[config.mk]
export PLATFORM = sky130hd
export DESIGN_NAME = uart_rx
export DESIGN_NICKNAME = d
export VERILOG_FILES = /design/src/rtl/uart_rx.sv
export SDC_FILE = /design/constraint.sdc
export NUM_CORES = 1
export LEC_CHECK = 0
export CAP_MARGIN = 20
export CORE_ASPECT_RATIO = 0.75
export CORE_UTILIZATION = 60
export DETAILED_ROUTE_END_ITERATION = 10
export DONT_BUFFER_PORTS = 1
export HOLD_SLACK_MARGIN = 0.1
export PLACE_DENSITY = 0.77
export SYNTH_ARGS = -nofsm -noshare
export SYNTH_HDL_FRONTEND = slang
export SYNTH_SLANG_ARGS = --single-unit
[constraint.sdc]
create_clock -name clk -period 2 [get_ports clk]
set_input_delay 0.5 -clock clk [delete_from_list [all_inputs] [get_ports clk]]
set_output_delay 0.5 -clock clk [all_outputs]
set_load 0.02 [all_outputs]
[src/rtl/uart_rx.sv]
// 8N1 UART receiver: two-flop synchronizer, mid-bit sampling with start-bit
// glitch rejection, one-deep holding register with framing/overrun pulses.
module uart_rx #(
   parameter int CLKS_PER_BIT = 4
) (
   input  logic       clk,
   input  logic       reset,
   input  logic       rx_i,
   input  logic       rd_i,
   output logic [7:0] d_o,
   output logic       v_o,
   output logic       frame_err_o,
   output logic       ovr_o,
   output logic       busy_o
);

   localparam int HALF = CLKS_PER_BIT / 2;
   localparam int TW   = $clog2(CLKS_PER_BIT) + 1;
   localparam logic [TW-1:0] T_HALF = TW'(HALF - 1);
   localparam logic [TW-1:0] T_BIT  = TW'(CLKS_PER_BIT - 1);

   typedef enum logic [2:0] {IDLE, START, DATA, STOP, WAIT_IDLE} state_t;

   state_t        state;
   logic [TW-1:0] timer;
   logic [2:0]    bit_idx;
   logic [7:0]    shift;
   logic          rx_meta;
   logic          rx_s;

   // Flops reset high so a reset never looks like a start bit.
   always_ff @(posedge clk) begin
      if (reset) begin
         rx_meta <= 1'b1;
         rx_s    <= 1'b1;
      end else begin
         rx_meta <= rx_i;
         rx_s    <= rx_meta;
      end
   end

   always_ff @(posedge clk) begin
      if (reset) begin
         state       <= IDLE;
         timer       <= '0;
         bit_idx     <= '0;
         shift       <= '0;
         d_o         <= '0;
         v_o         <= 1'b0;
         frame_err_o <= 1'b0;
         ovr_o       <= 1'b0;
         busy_o      <= 1'b0;
      end else begin
         frame_err_o <= 1'b0;
         ovr_o       <= 1'b0;
         if (rd_i && v_o)
            v_o <= 1'b0;

         case (state)
            IDLE: begin
               if (!rx_s) begin
                  state  <= START;
                  timer  <= T_HALF;
                  busy_o <= 1'b1;
               end
            end

            START: begin
               if (timer != '0)
                  timer <= timer - 1'b1;
               else if (!rx_s) begin
                  state   <= DATA;
                  timer   <= T_BIT;
                  bit_idx <= '0;
               end else begin
                  state  <= IDLE;
                  busy_o <= 1'b0;
               end
            end

            DATA: begin
               if (timer != '0)
                  timer <= timer - 1'b1;
               else begin
                  shift[bit_idx] <= rx_s;
                  bit_idx        <= bit_idx + 3'd1;
                  timer          <= T_BIT;
                  if (bit_idx == 3'd7)
                     state <= STOP;
               end
            end

            // Leaving at mid-stop leaves half a bit to catch a back-to-back start.
            STOP: begin
               if (timer != '0)
                  timer <= timer - 1'b1;
               else if (rx_s) begin
                  d_o    <= shift;
                  v_o    <= 1'b1;
                  ovr_o  <= v_o && !rd_i;
                  state  <= IDLE;
                  busy_o <= 1'b0;
               end else begin
                  frame_err_o <= 1'b1;
                  state       <= WAIT_IDLE;
               end
            end

            WAIT_IDLE: begin
               if (rx_s) begin
                  state  <= IDLE;
                  busy_o <= 1'b0;
               end
            end

            default: begin
               state  <= IDLE;
               busy_o <= 1'b0;
            end
         endcase
      end
   end

endmodule

==> flow_metrics.py, run 1 <==
metrics = {
    "placed_design": {
        "portBuffers": 0,
        "gp_congestion": 0.731,
        "placed_area_um2": 1460,
        "dp_slack_ns": 0.225,
        "hpwl_mm": 2.01,
    },
    "floorplanning": {
        "io_pins": 16,
        "rows": 15,
        "core_um2": 2290,
        "fp.dieH_um": 44.6,
        "initial_core_util": 0.635,
        "die_w_um": 58.8,
        "die-area_um2": 2630,
    },
    "run": {
        "max_cap_viol_count": 0,
    },
    "global_route": {
        "overflow": 0,
        "grt_pass1_vias": 1062,
        "grt_pass1_wl_mm": 4.84,
        "grt_antenna_before_repair": 0,
        "grt_start_max_net_pins": 18,
        "grtUsageTotal": 0.259,
    },
    "yosys": {
        "yosysTopAreaCell": "dfxtp_1",
        "synth_top_area_frac": 0.427,
        "synthFlopType": "dfxtp_1",
        "synth.distinct_cells": 41,
        "ys_top_cells_by_area": "dfxtp_1 43%, mux2i_1 12%, nand2_1 5.9%",
        "yosys_warnings": 0,
        "synth_edf_count": 0,
        "synth.most_common_cell": "dfxtp_1",
        "ys_ff_latch": 31,
        "syn_nets": 164,
        "syn-cell-area_um2": 1450,
        "synth_seq_area_share": 0.427,
        "synthTopCellsByCount": "31 x dfxtp_1, 23 x nand2_1, 17 x mux2i_1, 7 x clkbuf_1",
        "synth_cells": 156,
        "syn_avg_cell_area_um2": 9.32,
        "synthArstFlopShare": 0,
    },
    "sta": {
        "slew_violations": 0,
        "setup_violations": 0,
        "period_share": 0.901,
        "setup_ws_ns": 0.198,
        "max_freq_mhz": 555,
        "finClkSkew_ns": 0.00871,
        "fin_crit_ns": 1.80,
        "maxSlewHeadroom": 0.648,
        "finalSetupTns_ns": 0,
        "final-hold-violation-count": 0,
        "worst_pin_slew_ns": 0.527,
        "rsz0062_at_grt": "no",
    },
    "power": {
        "p_total_mw": 1.08,
        "max-vdd-ir-drop_mv": 0.459,
        "p_leak_nw": 0.599,
        "power_density_nw_per_um2": 717,
    },
    "finish": {
        "syn_to_final_growth_pct": 3.96,
        "n_antenna_cell": 0,
        "final_area_um2": 1510,
        "fin_util": 0.660,
        "drive_gt1_frac": 0.0968,
        "finalNetCount": 162,
    },
    "worst_setup_path": {
        "crit_path_start": "timer[0]$_SDFFE_PP0P_",
        "arrival_ns": 2.07,
        "crit_path_start_kind": "register",
        "critical_path.max_fanout": 7,
        "reg2reg_from": "timer[0]$_SDFFE_PP0P_",
        "worstSetupPathType": "reg -> reg",
        "critical_path.endpoint_type": "register",
        "worstPathRequired_ns": 2.26,
    },
    "clock_tree": {
        "clk_latency_ns": 0.33,
        "clk_path_buf_depth": 2,
        "ctsHtreeMaxLevel": 2,
        "cts_resized": 0,
        "holdBufCountCts": 0,
        "cts_root_buffer": "clkbuf_4",
        "path_clk_slew_ns": 0.09,
        "postCtsSetupRepairBufs": 0,
        "cts_buffers": 5,
        "clkSinkCount": 31,
        "cts_tree": "yes",
    },
    "route": {
        "drc": 0,
        "vias": 1149,
        "ant_nets": 0,
        "drtIter0Drc": 52,
        "wl_per_cell_um": 15.1,
        "firstDrtPassIters": 5,
        "drt_wl_total_mm": 2.85,
        "viasPerCell": 6.08,
    },
    "worst_hold_path": {
        "hold_path.class": "in -> reg",
        "hold_start": "reset",
    },
    "outcome": {
        "status": "finished clean",
    },
}
## state kept, by name (all words and copies together) (netlist names), 3 cells and up
name,flops
bit_idx,3
d_o,8
shift,8
state,3
timer,3
## power breakdown
| part | switching, mW | internal [mW] | leakage [nW] |
|---|---|---|---|
| Clock | 0.199 | 0.137 | 0.0293 |
| Sequential | 0.0161 | 0.627 | 0.251 |
| Combinational | 0.0616 | 0.0426 | 0.319 |
| Total | 0.277 | 0.806 | 0.599 |
## final timing paths
path	endpoint	slack, ns	cells after the start
max	d_o[0]$_SDFFE_PP0P_	0.20	5
min	ovr_o$_SDFF_PP0_	0.23	1
max reg2reg	d_o[0]$_SDFFE_PP0P_	0.20	5
min reg2reg	rx_s$_SDFF_PP1_	0.42	1
## cells in the final DEF, fill, tap and decap left out, types with 3 or more instances in the layout
cell type,synthesis,layout
a21oi_1,4,4
a221o_1,3,3
a221oi_1,3,3
and3_1,3,3
buf_4,0,3
clkbuf_4,0,5
dfxtp_1,31,31
ha_1,4,4
inv_1,6,6
mux2i_1,17,17
nand2_1,23,23
nor2b_1,6,6
nor3_1,3,3
nor4b_1,3,3
o21ai_0,5,5
## per-stage QoR
step	hold slack, ns	std cells
final	0.227	189
after global routing	0.201	189
after CTS	0.216	189
after detailed placement	0.403	181
after global placement	0.397	181
after floorplan	0.389	156
## routing by layer
metal  routed length [um]  vias up  global-route usage
met5                    0        -                   0
met4                   68        0               0.148
met3                  202        9              0.0819
met2                 1260       48               0.384
met1                 1320      537               0.334
li1                     -      555                   -
## final cells by class
type,instances,area [um2]
clock buffers,7,45.0
clock inverters,1,5.00
fillers,203,778
inverters,6,22.5
multi-input cells,107,753
flip-flops and latches,31,621
well taps,34,42.5
repair buffers,3,22.5
## worst max-delay path, stage by stage (launching register included)
cell,delay [ns]
dfxtp_1,0.34
inv_1,0.09
ha_1,0.23
or3b_1,0.48
nor2_2,0.37
mux2i_1,0.23
## kinds of logic after synthesis
family	after synthesis	synth area share
AND/OR/NAND/NOR	63	0.250
flip-flops	31	0.427
AO/OA/AOI/OAI	23	0.116
buffers and inverters	18	0.0551
multiplexers	17	0.117
adder cells (fa/ha/maj)	4	0.0344
Note: power is estimated with default switching activity, not from simulation.
==> run 2: changes to the inputs <==
--- a/config.mk
+++ b/config.mk
@@ -5,7 +5,7 @@
 export SDC_FILE = /design/constraint.sdc
 export NUM_CORES = 1
 export LEC_CHECK = 0
-export CAP_MARGIN = 20
+export CAP_MARGIN = 0
 export CORE_ASPECT_RATIO = 0.75
 export CORE_UTILIZATION = 60
 export DETAILED_ROUTE_END_ITERATION = 10
@@ -15,3 +15,4 @@
 export SYNTH_ARGS = -nofsm -noshare
 export SYNTH_HDL_FRONTEND = slang
 export SYNTH_SLANG_ARGS = --single-unit
+export TNS_END_PERCENT = 20
==> results of run 2 <==
The final DEF is identical to that of run 1; final timing and power are the same.
==> run 3: changes to the inputs <==
--- a/config.mk
+++ b/config.mk
@@ -11,7 +11,7 @@
 export DETAILED_ROUTE_END_ITERATION = 10
 export DONT_BUFFER_PORTS = 1
 export HOLD_SLACK_MARGIN = 0.1
-export PLACE_DENSITY = 0.77
+export PLACE_DENSITY = 0.74
 export SYNTH_ARGS = -nofsm -noshare
 export SYNTH_HDL_FRONTEND = slang
 export SYNTH_SLANG_ARGS = --single-unit
==> run 3 against run 2 <==
Net effect:
- global-route usage decreased by 1.3 points
- worst setup slack lost 0.0063 ns
- critical path depth stayed put
- routed wire length down 1.6%
- register-to-register slack hardly changed
- sequential power barely moved
- hold slack got worse by 0.0012 ns
- sequential share of layout area unchanged
- maximum frequency is 0.35% lower
- flip-flop and latch count unchanged
- final cell count did not move
- non-clock buffer count unchanged
- critical endpoint is now d_o[1]$_SDFFE_PP0P_
==> flow_metrics.py, run 3 (synthesis results as in run 1) <==
metrics = {
    "placed_design": {
        "placed_area_um2": 1460,
        "dp_slack_ns": 0.247,
        "portBuffers": 0,
        "gp_congestion": 0.894,
        "hpwl_mm": 1.93,
    },
    "run": {
        "max_cap_viol_count": 0,
    },
    "clock_tree": {
        "clk_latency_ns": 0.33,
        "cts_tree": "yes",
        "clk_path_buf_depth": 2,
        "cts_buffers": 5,
        "holdBufCountCts": 0,
        "cts_root_buffer": "clkbuf_4",
        "postCtsSetupRepairBufs": 0,
        "clkSinkCount": 31,
        "ctsHtreeMaxLevel": 2,
        "cts_resized": 0,
        "path_clk_slew_ns": 0.09,
    },
    "sta": {
        "period_share": 0.904,
        "finalSetupTns_ns": 0,
        "setup_violations": 0,
        "setup_ws_ns": 0.191,
        "maxSlewHeadroom": 0.636,
        "worst_pin_slew_ns": 0.545,
        "slew_violations": 0,
        "fin_crit_ns": 1.81,
        "final-hold-violation-count": 0,
        "rsz0062_at_grt": "no",
        "max_freq_mhz": 553,
        "finClkSkew_ns": 0.00476,
    },
    "route": {
        "ant_nets": 0,
        "drtIter0Drc": 51,
        "viasPerCell": 5.89,
        "vias": 1114,
        "wl_per_cell_um": 14.8,
        "firstDrtPassIters": 4,
        "drt_wl_total_mm": 2.80,
        "drc": 0,
    },
    "floorplanning": {
        "die_w_um": 58.8,
        "die-area_um2": 2630,
        "io_pins": 16,
        "initial_core_util": 0.635,
        "core_um2": 2290,
        "rows": 15,
        "fp.dieH_um": 44.6,
    },
    "worst_hold_path": {
        "hold_path.class": "in -> reg",
    },
    "finish": {
        "finalNetCount": 162,
        "largestRegisters": "d_o: 8 flops, shift: 8 flops",
        "layout_commonest_cell": "dfxtp_1",
        "n_fill_cell": 213,
        "fin_util": 0.660,
        "seq_area_um2": 621,
        "final_area_um2": 1510,
        "multi_input_area_um2": 753,
        "syn_to_final_growth_pct": 3.96,
        "n_antenna_cell": 0,
        "layout_common_cells": "31 x dfxtp_1, 23 x nand2_1, 17 x mux2i_1",
        "drive_gt1_frac": 0.0968,
    },
    "power": {
        "p_total_mw": 1.09,
        "p_leak_nw": 0.599,
        "max-vdd-ir-drop_mv": 0.459,
        "power_density_nw_per_um2": 721,
    },
    "worst_setup_path": {
        "crit_slowest_cell": "or3b_1",
        "critical_path.endpoint_type": "register",
        "critical_path.max_fanout": 7,
        "path_buf_inv": 1,
        "worstSetupPathType": "reg -> reg",
        "crit_family": "simple AND/OR/NAND/NOR gates",
        "path_cells": "inv_1 -> ha_1 -> or3b_1 -> nor2_2 -> mux2i_1",
        "arrival_ns": 2.07,
        "crit_path_start_kind": "register",
        "slowest_delay_ns": 0.48,
        "worstPathRequired_ns": 2.26,
    },
    "global_route": {
        "grtUsageTotal": 0.246,
        "grt_pass1_vias": 1026,
        "grt_pass1_wl_mm": 4.60,
        "grt_start_max_net_pins": 18,
        "overflow": 0,
        "grt_antenna_before_repair": 0,
    },
    "outcome": {
        "status": "finished clean",
    },
}
## run 3: cell counts in the layout (fill, tap and decap cells not counted)
No cell type changed its count.
## run 3: area by class of cell
class,count,share of cell area
Sequential cell,31,0.411
Clock buffer,7,0.0298
Tap cell,34,0.0281
Inverter,6,0.0149
Clock inverter,1,0.00331
Timing Repair Buffer,3,0.0149
Multi-Input combinational cell,107,0.498
## run 3: through the flow
stage	instances	hold WS, ns
2_1_floorplan	156	0.389
3_3_place_gp	181	0.399
3_5_place_dp	181	0.402
4_1_cts	189	0.212
5_1_grt	189	0.201
6_report	189	0.226
## run 3: routing by layer
layer  routed length, um  vias to the layer above  track usage
met5                   0                        -            0
met4                  56                        0        0.129
met1                1410                      517        0.316
met3                 148                        7       0.0789
met2                1190                       33        0.370
li1                    -                      557            -
## run 3: report_power, final
group          switching, mW  internal, mW  total, mW
logic                 0.0601        0.0426      0.103
clock network          0.208         0.137      0.344
registers             0.0162         0.627      0.643
## run 3: path summary, 6_finish.rpt
kind,depth (start not counted),slack [ns],endpoint,startpoint
setup reg to reg,5,0.19,d_o[1]$_SDFFE_PP0P_,timer[0]$_SDFFE_PP0P_
hold / removal,1,0.23,state[1]$_SDFFE_PP0P_,reset
setup / recovery,5,0.19,d_o[1]$_SDFFE_PP0P_,timer[0]$_SDFFE_PP0P_
hold reg to reg,1,0.42,rx_s$_SDFF_PP1_,rx_meta$_SDFF_PP1_
## run 3: worst register-to-register path, stage by stage, from the launching register on
cell	delay, ns
dfxtp_1	0.33
inv_1	0.08
ha_1	0.22
or3b_1	0.48
nor2_2	0.38
mux2i_1	0.25
